$ cat config.mk
export PLATFORM = sky130hd
export DESIGN_NAME = fcmp_pipe
export DESIGN_NICKNAME = d
export VERILOG_FILES = /design/src/rtl/fcmp_pipe.sv
export SDC_FILE = /design/constraint.sdc
export NUM_CORES = 1
export LEC_CHECK = 0
export ABC_AREA = 1
export CORE_MARGIN = 2
export CORE_UTILIZATION = 54
export CTS_BUF_LIST = sky130_fd_sc_hd__clkbuf_4 sky130_fd_sc_hd__clkbuf_8 sky130_fd_sc_hd__clkbuf_16
export CTS_CLUSTER_SIZE = 16
export DETAILED_ROUTE_END_ITERATION = 7
export PLACE_DENSITY_LB_ADDON = 0.2
export SLEW_MARGIN = 20
export SYNTH_ARGS = -nofsm -noshare
export SYNTH_HDL_FRONTEND = slang
export SYNTH_SLANG_ARGS = --single-unit
$ cat constraint.sdc
create_clock -name clk -period 4 [get_ports clk]
set_input_delay 0.6 -clock clk [delete_from_list [all_inputs] [get_ports clk]]
set_output_delay 0.6 -clock clk [all_outputs]
set_load 0.02 [all_outputs]
$ cat src/rtl/fcmp_pipe.sv
// Two-stage binary32 compare/select unit with valid/ready handshake on both sides.
// Stage 1 captures operands plus magnitude/sign flags; stage 2 forms the result and holds it.
module fcmp_pipe (
  input  logic        clk,
  input  logic        rst,
  input  logic        in_valid,
  output logic        in_ready,
  input  logic [2:0]  op,
  input  logic [31:0] x,
  input  logic [31:0] y,
  output logic        out_valid,
  input  logic        out_ready,
  output logic [31:0] res
);

  localparam logic [2:0] OP_FEQ  = 3'b000;
  localparam logic [2:0] OP_FLT  = 3'b001;
  localparam logic [2:0] OP_FLE  = 3'b010;
  localparam logic [2:0] OP_FMIN = 3'b011;
  localparam logic [2:0] OP_FMAX = 3'b100;

  logic        s1_valid;
  logic [31:0] s1_x;
  logic [31:0] s1_y;
  logic [2:0]  s1_op;
  logic        s1_mag_lt;
  logic        s1_mag_eq;
  logic        s1_sx;
  logic        s1_sy;

  logic        adv2;
  logic        accept;
  logic        lt;
  logic        eq;
  logic [31:0] res_nxt;

  assign adv2     = ~out_valid | out_ready;
  assign in_ready = ~s1_valid | adv2;
  assign accept   = in_valid & in_ready;

  always_ff @(posedge clk or posedge rst) begin
    if (rst) begin
      s1_valid  <= 1'b0;
      s1_x      <= 32'h0;
      s1_y      <= 32'h0;
      s1_op     <= 3'b000;
      s1_mag_lt <= 1'b0;
      s1_mag_eq <= 1'b0;
      s1_sx     <= 1'b0;
      s1_sy     <= 1'b0;
    end else if (accept) begin
      s1_valid  <= 1'b1;
      s1_x      <= x;
      s1_y      <= y;
      s1_op     <= op;
      s1_mag_lt <= x[30:0] < y[30:0];
      s1_mag_eq <= x[30:0] == y[30:0];
      s1_sx     <= x[31];
      s1_sy     <= y[31];
    end else if (adv2) begin
      s1_valid  <= 1'b0;
    end
  end

  // Sign-magnitude ordering: with both signs set, larger magnitude is smaller.
  always_comb begin
    lt      = 1'b0;
    eq      = s1_mag_eq & (s1_sx == s1_sy);
    res_nxt = 32'h0;
    case ({s1_sx, s1_sy})
      2'b10:   lt = 1'b1;
      2'b01:   lt = 1'b0;
      2'b11:   lt = ~s1_mag_lt & ~s1_mag_eq;
      default: lt = s1_mag_lt;
    endcase
    case (s1_op)
      OP_FEQ:  res_nxt = {31'b0, eq};
      OP_FLT:  res_nxt = {31'b0, lt};
      OP_FLE:  res_nxt = {31'b0, lt | eq};
      OP_FMIN: res_nxt = lt ? s1_x : s1_y;
      OP_FMAX: res_nxt = lt ? s1_y : s1_x;
      default: res_nxt = 32'h0;
    endcase
  end

  always_ff @(posedge clk or posedge rst) begin
    if (rst) begin
      out_valid <= 1'b0;
      res       <= 32'h0;
    end else if (adv2) begin
      out_valid <= s1_valid;
      if (s1_valid) begin
        res <= res_nxt;
      end
    end
  end

endmodule

==> metrics <==
status=finished, final reports clean; synth warn=0; CTS Buffer Depth=2; Crit. End Element=flip-flop; worst skew pair latency=350 ps; number of global-route vias before repair=5605; DRT iter0 DRCs=332; combinational share of power=35.4%; Std-Cell Rows=39; setup TNS=0 ps; hold path start=res[28]; Tmin final=2680 ps; share of layout cells above drive strength 1=9.25%; Hold Path Class=reg -> reg; core box area=11400 µm²; Hold Vio Cnt, Final=0; R2R depth=9; Mapped Area=6250 µm²; sequential power share=39.4%; initial antenna violation count=0; final setup fails=0; Die Ht=112 µm; Ports=105; clock root buffer=clkbuf_16; WL final=15.5 mm; max cap viols=0; post-synthesis cell type count=27; first-pass GRT wire length=26.2 mm; VDD IR max=318 µV; # Post-CTS Setup Buffers=0; Synth Net Count=931; Hold Buf Count CTS=0; die width=112 µm; Max Fclk=0.373 GHz; CTS tree=built; gr ovfl total=0; clk_skew=12.0 ps; Reg clk slew, reported paths=70 ps; DR pass1 iterations=5; clock network fraction of total power=25.2%; routed len/inst=14.8 µm; area delta synth->final=20.6%; # diodes=0; vias=5567; startpoint class of the critical path=flip-flop; Psw=1260 µW; WP data required=4240 ps; DRC=0; reg-to-reg startpoint=s1_y[31]; CP arrival=2920 ps; Setup WS post-layout=1320 ps; Critical Path Fanout Max=92; syn_area_per_cell=7.58 µm²; RSZ-0062 raised after global routing=no; R2R setup slack=1320 ps; Port Buffers=104; post-place setup slack=1060 ps; H-tree levels=3; final worst-path cycle share=67.0%; PD cells=449 nW/µm²; post-cts repair resize count=0; Slew Limit Fails=0; clk sink count=103; total leakage power=0.00398 µW; worst slew pin tran=1090 ps; Routed Antenna Nets=0; routability congestion estimate=0.823; Via density=5.30; switch share=37.2%; post-synthesis sequential area ratio=41.2%; TritonCTS Buffers=9; worst setup path class=reg -> reg; Internal=2120 µW; HPWL after DPL=10.2 mm; Syn Inst Count=825; Post-layout nets=1009; Global Route Usage Sum=25.9%; largest net degree at the start of global routing=93; reg-to-reg endpoint=res[16]; worst hold endpoint=res[28]; slew margin rel.=27.2%; Yosys reg bits=103; Min-Delay Path Depth=2; Die Footprint=12500 µm²; starting density of the core=55.0%
[worst max path at each step]
stage               startpoint        end  cells after the start
finish                s1_y[31]    res[16]                      9
floorplan                  rst  out_valid                      1
global route          s1_y[31]     res[2]                      9
detailed placement    s1_y[31]    res[22]                      9
CTS                   s1_x[31]    res[16]                      9
global placement      s1_x[31]     res[7]                      9
[power by group through the flow]
| stage | Sequential (µW) | Combinational [µW] | Clock [µW] |
|---|---|---|---|
| 2_1_floorplan | 1430 | 754 | 0 |
| 3_3_place_gp | 1340 | 1160 | 0 |
| 3_5_place_dp | 1350 | 1190 | 0 |
| 4_1_cts | 1330 | 1200 | 864 |
| 5_1_grt | 1350 | 1320 | 912 |
| 6_report | 1330 | 1200 | 853 |
[layer usage]
metal | wire [µm] | vias to the layer above | GRT usage, %
met5 | 0 | - | 0
met3 | 880 | 35 | 4.35
met2 | 7620 | 187 | 44.3
met1 | 6600 | 2596 | 33.1
li1 | - | 2749 | -
met4 | 416 | 0 | 9.55
[flip-flops by register name, summed over array words and instances, names as in the netlist]
| signal | cells |
|---|---|
| s1_x | 32 |
| s1_valid | 1 |
| s1_mag_eq | 1 |
| out_valid | 1 |
| res | 32 |
| s1_y | 32 |
| s1_mag_lt | 1 |
| s1_op | 3 |
[cell usage after synthesis]
cell | count | share of area, %
nand2_1 | 298 | 18
inv_1 | 115 | 6.9
dfrtp_1 | 103 | 41
nand3_1 | 70 | 5.6
o21ai_1 | 68 | 5.4
ha_1 | 35 | 7.0
o211ai_2 | 30 | 6.0
buf_2 | 21 | 1.7
nand2_2 | 21 | 2.1
a21oi_1 | 10 | 0.80
nor2_1 | 9 | 0.54
buf_6 | 8 | 1.4
clkbuf_1 | 7 | 0.42
inv_2 | 6 | 0.36
nor3_1 | 5 | 0.40
buf_4 | 3 | 0.36
a21o_1 | 2 | 0.24
buf_1 | 2 | 0.12
nand2_4 | 2 | 0.36
nand4_1 | 2 | 0.20
o21ai_0 | 2 | 0.16
buf_8 | 1 | 0.24
clkinv_1 | 1 | 0.060
nand3_2 | 1 | 0.16
nor2_2 | 1 | 0.10
nor4_1 | 1 | 0.10
or2_1 | 1 | 0.10
[cell type report]
cell class / count / area (µm²)
Inverter: 122 / 460
Clock buffer: 11 / 253
Fill cell: 1005 / 3830
Timing Repair Buffer: 109 / 1080
Multi-Input combinational cell: 558 / 2960
Clock inverter: 5 / 31.3
Tap cell: 143 / 179
Sequential cell: 103 / 2580
[worst max-delay path, cell delays in order (launching register included)]
cell	delay, ps
dfrtp_1	400
inv_1	120
ha_1	250
nand2_2	500
nand2_8	750
nand2_1	130
nand3_1	120
nand2_1	100
nand2_1	70
nand2_1	60
[cells by family (layout without fill, tap and decap cells)]
family,count (synthesis),after routing,synth area share [%]
fa+ha+maj,35,35,7.00
buf+inv,164,247,11.6
simple gates,411,411,27.6
compound gates,112,112,12.6
flops,103,103,41.2
[cells in the final DEF, fill, tap and decap left out, types with 2 or more instances in the layout]
master / count
a21o_1: 2
o21ai_0: 2
ha_1: 35
clkinv_2: 3
nor3_1: 5
clkdlybuf4s50_1: 104
buf_4: 5
o211ai_2: 30
o21ai_1: 68
inv_1: 114
clkbuf_8: 2
nand4_1: 2
nand3_1: 70
nor2_1: 9
a21oi_1: 10
clkbuf_16: 9
dfrtp_1: 103
nand2_2: 22
nand2_1: 297
inv_2: 6
[through the flow]
| step | total power (µW) | hold WS, ps | area [µm²] | utilization, % | std cells |
|---|---|---|---|---|---|
| after floorplan | 2180 | 469 | 6250 | - | 825 |
| after global placement | 2500 | 462 | 7250 | 63.8 | 1035 |
| after detailed placement | 2540 | 464 | 7250 | 63.8 | 1035 |
| after CTS | 3400 | 483 | 7530 | 66.3 | 1051 |
| after global routing | 3590 | 495 | 7540 | 66.3 | 1051 |
| final | 3380 | 476 | 7540 | 66.3 | 1051 |
Power figures use the tool's default switching activity.
